==> config.mk <==
export PLATFORM = sky130hd
export DESIGN_NAME = stream_demux
export DESIGN_NICKNAME = d
export VERILOG_FILES = /design/src/rtl/stream_demux.sv
export SDC_FILE = /design/constraint.sdc
export NUM_CORES = 1
export LEC_CHECK = 0
export ABC_AREA = 1
export CORE_UTILIZATION = 45
export CTS_BUF_LIST = sky130_fd_sc_hd__clkbuf_16
export DETAILED_ROUTE_END_ITERATION = 10
export PLACE_DENSITY = 0.77
export SYNTH_ARGS = -nofsm -noshare
export SYNTH_HDL_FRONTEND = slang
export SYNTH_SLANG_ARGS = --single-unit
==> constraint.sdc <==
create_clock -name clk -period 1.6 [get_ports clk]
set_input_delay 0.24 -clock clk [delete_from_list [all_inputs] [get_ports clk]]
set_output_delay 0.24 -clock clk [all_outputs]
set_load 0.05 [all_outputs]
==> src/rtl/stream_demux.sv <==
// stream_demux: registered 1:CHANNELS stream router with optional broadcast.
// Each output channel owns a one-entry holding register with a valid/ready
// handshake, so consumers may stall independently of one another. A word
// whose select names a channel that does not exist is dropped and flagged
// on err_sel for one cycle.
module stream_demux #(
  parameter int WIDTH    = 8,
  parameter int CHANNELS = 4,
  parameter int SEL_W    = 2
) (
  input  logic                      clk,
  input  logic                      reset,
  input  logic                      in_valid,
  output logic                      in_ready,
  input  logic [WIDTH-1:0]          in_data,
  input  logic [SEL_W-1:0]          select,
  input  logic                      bcast,
  output logic [CHANNELS-1:0]       out_valid,
  input  logic [CHANNELS-1:0]       out_ready,
  output logic [CHANNELS*WIDTH-1:0] out_data,
  output logic                      err_sel
);

  logic [CHANNELS-1:0]       out_valid_q, out_valid_d;
  logic [CHANNELS*WIDTH-1:0] out_data_q,  out_data_d;
  logic                      err_sel_q,   err_sel_d;

  logic [CHANNELS-1:0] can_take;
  logic [CHANNELS-1:0] sel_hit;
  logic [CHANNELS-1:0] load;
  logic                sel_ok;
  logic                accept;

  // Handshake decode: in_ready is built only from select, bcast and the
  // channel state, so there is no path from in_valid back to in_ready.
  always_comb begin
    can_take = ~out_valid_q | out_ready;
    // Widen select before comparing so the check stays meaningful when
    // 2**SEL_W == CHANNELS.
    sel_ok   = (32'(select) < CHANNELS);
    sel_hit  = '0;
    for (int k = 0; k < CHANNELS; k++) begin
      if (sel_ok && (32'(select) == k)) sel_hit[k] = 1'b1;
    end

    if (bcast)       in_ready = &can_take;
    else if (sel_ok) in_ready = |(sel_hit & can_take);
    else             in_ready = 1'b1;

    accept = in_valid & in_ready;

    load = '0;
    if (accept) load = bcast ? {CHANNELS{1'b1}} : sel_hit;

    err_sel_d = accept & ~bcast & ~sel_ok;
  end

  // Next state of each holding register: refill wins, otherwise a word
  // stays until its consumer takes it. Data is kept after a drain.
  always_comb begin
    out_valid_d = '0;
    out_data_d  = out_data_q;
    for (int k = 0; k < CHANNELS; k++) begin
      out_valid_d[k] = load[k] | (out_valid_q[k] & ~out_ready[k]);
      if (load[k]) out_data_d[k*WIDTH +: WIDTH] = in_data;
    end
  end

  // Channel registers; reset clears held words so nothing is delivered
  // after a mid-transfer reset, and a word offered during reset is ignored.
  always_ff @(posedge clk) begin
    if (reset) begin
      out_valid_q <= '0;
      out_data_q  <= '0;
      err_sel_q   <= 1'b0;
    end else begin
      out_valid_q <= out_valid_d;
      out_data_q  <= out_data_d;
      err_sel_q   <= err_sel_d;
    end
  end

  assign out_valid = out_valid_q;
  assign out_data  = out_data_q;
  assign err_sel   = err_sel_q;

endmodule

* Yosys cells after proc, flatten, opt, wreduce, memory -nomap -nowiden
Index checks and enable logic that the tools add are counted.
** Operators by class
- $add $sub $neg :: 0
- Multiplexer cells :: 7
- Reduce and logical (&&, ||, !) cells :: 3
- $mul :: 0
- Magnitude comparators :: 0
- Div/mod/pow operators :: 0
- Shift-type cells :: 0
- Equal/unequal tests :: 3
- Bitwise gates (word level) :: 16
** Operators by type and width (count)
- $mux W4 :: 2
- $and A1 B1 Y1 :: 5
- $mux W1 :: 5
- $and A4 B4 Y4 :: 1
- $eq A2 B2 Y1 const B :: 2
- $not A1 Y1 :: 4
- $not A4 Y4 :: 1
- $or A1 B1 Y1 :: 4
- $or A4 B4 Y4 :: 1
- $reduce_and A4 Y1 :: 1
- $reduce_or A4 Y1 :: 1
- $eq A2 B1 Y1 const B :: 1
- $logic_not A2 Y1 :: 1
** Storage, ports and cells
- Bits in latches :: 0
- Register bits after elaboration :: 36
- Memory bits (writable) :: 0
- Memory bits (read-only) :: 0
- Memories :: 0
- Word-level logic and storage cells :: 34
- Output and inout bits :: 38

* Longest topological paths before layout
Gate-level depths: netlist of the first run.
- Word-level depth :: 8
- Mapped depth :: 10
- Gate-level depth less buffers :: 10

* Worst setup path after synthesis of the first run
OpenSTA, ideal clock, no wires.
- Kind :: reg-to-reg
- From :: register out_valid_q[1] (netlist: out_valid[1])
- To :: register out_data_q[24] (netlist: out_data[24])
- Setup time :: 0.064 ns
- Buffers on the path :: 1
- Arrival time :: 1.509 ns
- Clock period less this slack :: 1.573 ns
- Stages on the path, launching flop included :: 10
- Data required time :: 1.536 ns
- Path slack :: 0.027 ns
- Cell sequence :: dfxtp_1 nand2_1 nand2_1 o21ai_2 nand2_2 nand2_8 buf_6 nand4_1 nand2_1 nor2_1
** Between the ends
- Cells in the longest elaborated chain, start to end :: 7
** RTL lines
- from (decl) :: line 24 : logic [CHANNELS-1:0] out_valid_q, out_valid_d;
- from (signal assigned) :: line 77 : out_valid_q <= out_valid_d;
- $not A4 Y4 (*) :: line 37 : can_take = ~out_valid_q | out_ready;
- $or A4 B4 Y4 (*) :: line 37
- $and A4 B4 Y4 :: line 47 : else if (sel_ok) in_ready = |(sel_hit & can_take);
- $reduce_or A4 Y1 :: line 47
- $mux W1 (*) :: line 46 : if (bcast) in_ready = &can_take;
- named net in_ready :: line 14 : output logic in_ready,
- $and A1 B1 Y1 (*) :: line 50 : accept = in_valid & in_ready;
- $mux W4 (*) :: line 53 : if (accept) load = bcast ? {CHANNELS{1'b1}} : sel_hit;
- to (signal assigned) :: line 78 : out_data_q <= out_data_d;
- to (decl) :: line 25 : logic [CHANNELS*WIDTH-1:0] out_data_q, out_data_d;
The timed path passes the listed nets; every way through them passes the cells marked *.
A chain may end at the register's enable or synchronous reset.

* Worst setup path in the final report of the first run
- From :: register out_valid_q[1] (netlist: out_valid[1])
- To :: output port in_ready
** Between the ends
- Cells in the longest elaborated chain, start to end :: 5
** RTL lines (line)
- $not A4 Y4 (*) :: 37
- $or A4 B4 Y4 (*) :: 37
- $and A4 B4 Y4 :: 47
- $reduce_or A4 Y1 :: 47
- $mux W1 (*) :: 46
- to (decl) :: 14
Every way passes the cells marked *; elsewhere a longest branch is shown, timed or not.

==> results of run 1 <==
[cell usage after synthesis]
library cell and instances:
a21oi_1 4, buf_1 4, buf_2 1, buf_4 1
buf_6 5, clkbuf_1 2, conb_1 1, dfxtp_1 36
inv_1 77, inv_2 3, nand2_1 71, nand2_2 1
nand2_4 1, nand2_8 1, nand3_1 1, nand3_2 3
nand3_4 4, nand4_1 32, nor2_1 32, nor2_2 1
o21ai_2 5
[metal layers]
| layer | vias to the layer above | GRT usage [%] | routed length (microns) |
|---|---|---|---|
| met5 | - | 0 | 0 |
| met4 | 0 | 10.11 | 74 |
| met3 | 6 | 5.068 | 234 |
| met2 | 46 | 39.38 | 2394 |
| met1 | 831 | 26.00 | 2144 |
| li1 | 997 | - | - |
[flip-flops by register name, indices dropped and copies added (netlist names)]
name / cells
out_valid: 4
out_data: 32
[cell usage in the layout (no fill, tap or decap), drive strengths merged]
cell / instances
clkdlybuf4s50: 11
dfxtp: 36
buf: 54
inv: 80
clkbuf: 5
conb: 1
nand4: 32
nand3: 12
dlygate4sd2: 3
dlymetal6s2s: 3
nor2: 33
nand2: 75
o21ai: 5
a21oi: 4
[cell families after synthesis]
logic type             Yosys count
AO/OA/AOI/OAI                    9
buffers and inverters           93
AND/OR/NAND/NOR                147
other                            1
flip-flops                      36
[metrics by stage]
step / total power [mW] / util [%] / setup WS (ns) / TNS, ns
after detailed placement: 1.897 / 60.99 / -0.2502 / -8.266
final: 2.810 / 67.07 / 0.06384 / 0
after CTS: 2.793 / 65.49 / 0.005872 / 0
after global routing: 2.941 / 67.07 / 0.03022 / 0
after global placement: 1.883 / 60.99 / -0.2310 / -7.514
after floorplan: 1.650 / - / 0.02667 / 0
[power groups by stage]
stage	sequential, mW	clock (mW)	combinational (mW)
2_1_floorplan	1.29	0	0.360
3_3_place_gp	1.03	0	0.853
3_5_place_dp	1.03	0	0.865
4_1_cts	1.01	0.878	0.900
5_1_grt	1.02	0.911	1.01
6_report	1.02	0.869	0.926
[layout make-up]
type	instances	area [sq um]
fillers	356	1336
repair buffers	71	640.6
inverters	80	300.3
clock buffers	5	125.1
flip-flops and latches	36	720.7
well taps	50	62.56
multi-input cells	162	872.1
[final timing paths]
path,endpoint,start
setup / recovery,in_ready,out_valid[1]$_SDFF_PP0_
hold / removal,out_valid[0]$_SDFF_PP0_,out_ready[0]
setup reg to reg,out_data[1]$_SDFFE_PP0P_,out_valid[1]$_SDFF_PP0_
hold reg to reg,out_data[13]$_SDFFE_PP0P_,out_data[13]$_SDFFE_PP0P_
[what timing repair did]
action | in CTS | in global routing
gates resized for setup | 7 | 8
buffers inserted | 5 | 0
cloned | 1 | 4
setup endpoints to repair | 1 | 37
pin swaps | 4 | 6
[worst max-delay path: stages (launching register included)]
cell,delay [ns]
dfxtp_1,0.33
nand2_2,0.09
buf_6,0.12
nand3_2,0.05
nand3_2,0.08
nand2_4,0.12
nand2_8,0.08
buf_12,0.15
==> impl_metrics.ini, run 1 <==
[global_routing]
grt_overflow = 0
grtUsageTotal_pct = 22.55
grt_max_degree = 37
grt_antenna_before_repair = 0
grt_pass1_vias = 1721
grt_pass1_wl_microns = 7562

[clocking]
h-tree-depth = 2
cts_hold_buf = 0
numCtsBuffers = 5
clk_pin_slew_worst_paths_ns = 0.05
clockBufferDepth = 2
cts.sinks = 36
cts_root_buffer = clkbuf_16
clk-insertion-delay-late_ns = 0.28
cts_tree = yes

[timing]
hold-worst-slack_ns = 0.3849
finalHoldViolCount = 0
slew_violations = 0
fin_crit_sh_pct = 96.01
fmax_mhz = 651.0
setup_violations = 0
period_needed_ns = 1.536
fin_skew_ns = 0.003102
rsz0062_at_grt = no

[placement]
dp_cells = 389
placedInstanceArea_sq_um = 2475
globalplace.congestion = 0.8178
portBuffers = 54
dp_hpwl_microns = 3081

[power]
ir_drop_mv = 0.5919
clkPwrFrac_pct = 30.9
leakagePower_nw = 1.477
switching_power_uw = 973.8
p_comb_share_pct = 33.0
p_per_area_nw_per_um2 = 1033
swShare_pct = 34.66
internal-power_mw = 1.836
p_seq_share_pct = 36.1

[run]
cap_violations = 0

[synthesis]
ys_seq_area_share_pct = 37.62
syn_area_sq_um = 1916
synth_xor_area_share_pct = 0
synth_largest_area_cell = dfxtp_1
synth_cell_types = 21
ys_warn_count = 0
synth_fa_ha_area_share_pct = 0
synth_simple_gate_area_share_pct = 38.41
syn-instance-count = 286
synth_top_family_by_area = simple AND/OR/NAND/NOR gates
synthMuxAreaShare_pct = 0
synth_compound_area_share_pct = 3.331
synth.area.top_cells = dfxtp_1 38%, inv_1 15%, nand2_1 14%
ys_ff_latch = 36
synth_nets = 304
synth_top_area_share_pct = 37.62
avgSynthCellArea_sq_um = 6.698

[routing]
vias = 1880
drcViolationCount = 0
wl_per_cell_microns = 12.00
via_per_inst = 4.653
firstDrtPassIters = 4
routed_wl_microns = 4848
drt_iter0_markers = 103
final_antenna_net_count = 0

[floorplanning]
core_region_area_sq_um = 4058
chipHeight_microns = 67.25
ioPinCount = 56
start_util_pct = 47.21
die_area_sq_um = 4522
die_w_microns = 67.25
rows = 23

[final_layout]
stdcell_area_sq_um = 2721
nets = 374
drive_above_1_share_pct = 24.86
antenna_cells = 0
fin_cells = 404
syn2layout_area_growth_pct = 42.06

[critical_path]
start_kind = flop
worstPathArrival_ns = 1.30
critPathKind = flop to output port
r2r_slack_ns = 0.16
cp.required_ns = 1.36
critPathCaptureType = output port
critPathMaxFanout = 4
r2r_cells = 11

[hold_path]
hp-class = input port to flop
worstHoldPathCells = 5

[outcome]
status = completed
(Power assumes the default switching activity.)
==> inputs of run 2 (changes only) <==
--- a/config.mk
+++ b/config.mk
@@ -7,9 +7,10 @@
 export LEC_CHECK = 0
 export ABC_AREA = 1
 export CORE_UTILIZATION = 45
-export CTS_BUF_LIST = sky130_fd_sc_hd__clkbuf_16
+export CTS_BUF_LIST = sky130_fd_sc_hd__clkbuf_4
 export DETAILED_ROUTE_END_ITERATION = 10
 export PLACE_DENSITY = 0.77
+export SLEW_MARGIN = 20
 export SYNTH_ARGS = -nofsm -noshare
 export SYNTH_HDL_FRONTEND = slang
 export SYNTH_SLANG_ARGS = --single-unit
==> run 2 against run 1 <==
Effect of this change:
- setup slack got worse by 0.00061 ns
- first-iteration DRC count decreased by 50%
- largest cell class unchanged
- maximum frequency hardly changed
- highest routed layer unchanged
- final area fell by 4.9%
==> impl_metrics.ini, run 2 (synthesis results as in run 1) <==
[outcome]
status = completed

[routing]
drcViolationCount = 0
via_per_inst = 4.615
final_antenna_net_count = 0
routed_wl_microns = 4496
wl_per_cell_microns = 11.24
drt_iter0_markers = 51
firstDrtPassIters = 5
vias = 1846

[clocking]
h-tree-depth = 2
cts_tree = yes
cts_hold_buf = 0
clk-insertion-delay-late_ns = 0.33
numCtsBuffers = 5
cts.sinks = 36
clockBufferDepth = 2
clk_pin_slew_worst_paths_ns = 0.09
cts_root_buffer = clkbuf_4

[power]
ir_drop_mv = 0.4656
p_total_mw = 2.327
leakagePower_nw = 1.425
p_per_area_nw_per_um2 = 898.8

[critical_path]
crit_slowest_cell = dfxtp_2
crit_path_frequent_cell = nand2_2
path_cells = nand2_2 -> nand2_2 -> o21ai_2 -> nand2_4 -> nand2_8 -> buf_12
max_stage_delay_ns = 0.33
critPathCaptureType = output port
cp.required_ns = 1.36
critPathKind = flop to output port
critPathMaxFanout = 3
worstPathArrival_ns = 1.30
start_kind = flop

[timing]
slew_violations = 0
fin_skew_ns = 0.007102
fin_crit_sh_pct = 96.05
period_needed_ns = 1.537
fmax_mhz = 650.7
finalHoldViolCount = 0
tns_ns = 0
setup_violations = 0

[floorplanning]
start_util_pct = 47.21
rows = 23
core_region_area_sq_um = 4058
ioPinCount = 56
chipHeight_microns = 67.25
die_w_microns = 67.25
die_area_sq_um = 4522

[final_layout]
largest_register_ffs = 32
layout_commonest_cell = inv_1
fin_cells = 400
drive_above_1_share_pct = 24.57
postLayoutCoreUtil_pct = 63.80
mostFrequentLayoutCells = 77 x inv_1, 66 x nand2_1, 49 x buf_4
antenna_cells = 0
nets = 370
syn2layout_area_growth_pct = 35.14

[placement]
dp_cells = 389
portBuffers = 54
dp_hpwl_microns = 3081
globalplace.congestion = 0.8178

[hold_path]
hp-class = input port to flop

[run]
cap_violations = 0

[global_routing]
grt_pass1_wl_microns = 7383
grt_pass1_vias = 1705
grtUsageTotal_pct = 22.23
grt_antenna_before_repair = 0
grt_overflow = 0
grt_max_degree = 37
==> run 2: cell types whose count changed in the layout (fill, tap and decap cells not counted), sizes merged <==
cell / previous run / this run
nand3: 12 / 8
==> run 2: final timing paths <==
| kind | start | to | slack (ns) | cells past startpoint |
|---|---|---|---|---|
| max reg2reg | out_valid[0]$_SDFF_PP0_ | out_data[22]$_SDFFE_PP0P_ | 0.19 | 10 |
| min reg2reg | out_data[13]$_SDFFE_PP0P_ | out_data[13]$_SDFFE_PP0P_ | 0.52 | 4 |
| min | out_ready[3] | out_valid[3]$_SDFF_PP0_ | 0.33 | 4 |
| max | out_valid[0]$_SDFF_PP0_ | in_ready | 0.06 | 6 |
==> run 2: layout make-up <==
type | count | area, sq um
inverters | 80 | 300.3
multi-input cells | 158 | 832.0
well taps | 50 | 62.56
clock buffers | 5 | 37.54
flip-flops and latches | 36 | 723.2
fillers | 381 | 1469
repair buffers | 71 | 633.1
==> run 2: report_power, final <==
group / internal (mW) / leakage [nW] / switching [mW]
logic: 0.305 / 1.11 / 0.595
registers: 0.972 / 0.297 / 0.0396
clock network: 0.147 / 0.0230 / 0.268
==> run 2: layer usage <==
layer	part of all wire, %	vias to the layer above	global-route usage, %
met5	0	-	0
met4	2.3	0	10.90
met3	5.1	12	5.236
met2	48	49	38.38
met1	44	801	25.49
li1	-	984	-
==> run 2: stage by stage <==
| step | hold slack [ns] | setup slack, ns | area [sq um] |
|---|---|---|---|
| 4_1_cts | 0.3215 | 0.003195 | 2562 |
| 5_1_grt | 0.3718 | -0.01197 | 2589 |
| 2_1_floorplan | 0.3091 | 0.02667 | 1916 |
| 3_5_place_dp | 0.5030 | -0.2502 | 2475 |
| 6_report | 0.3296 | 0.06323 | 2589 |
| 3_3_place_gp | 0.4966 | -0.2310 | 2475 |
==> run 2: what timing repair did <==
action,in CTS,in global routing
resized for setup,7,8
pin swaps,4,7
buffers inserted,4,1
cloned,1,0
setup endpoints to repair,1,31
==> run 2: worst max-delay path: cells and delay by family, from the launching register on <==
family | cells | cell delay [ns]
AO/OA/AOI/OAI | 1 | 0.18
buffers and inverters | 1 | 0.13
flip-flops | 1 | 0.33
AND/OR/NAND/NOR | 4 | 0.32
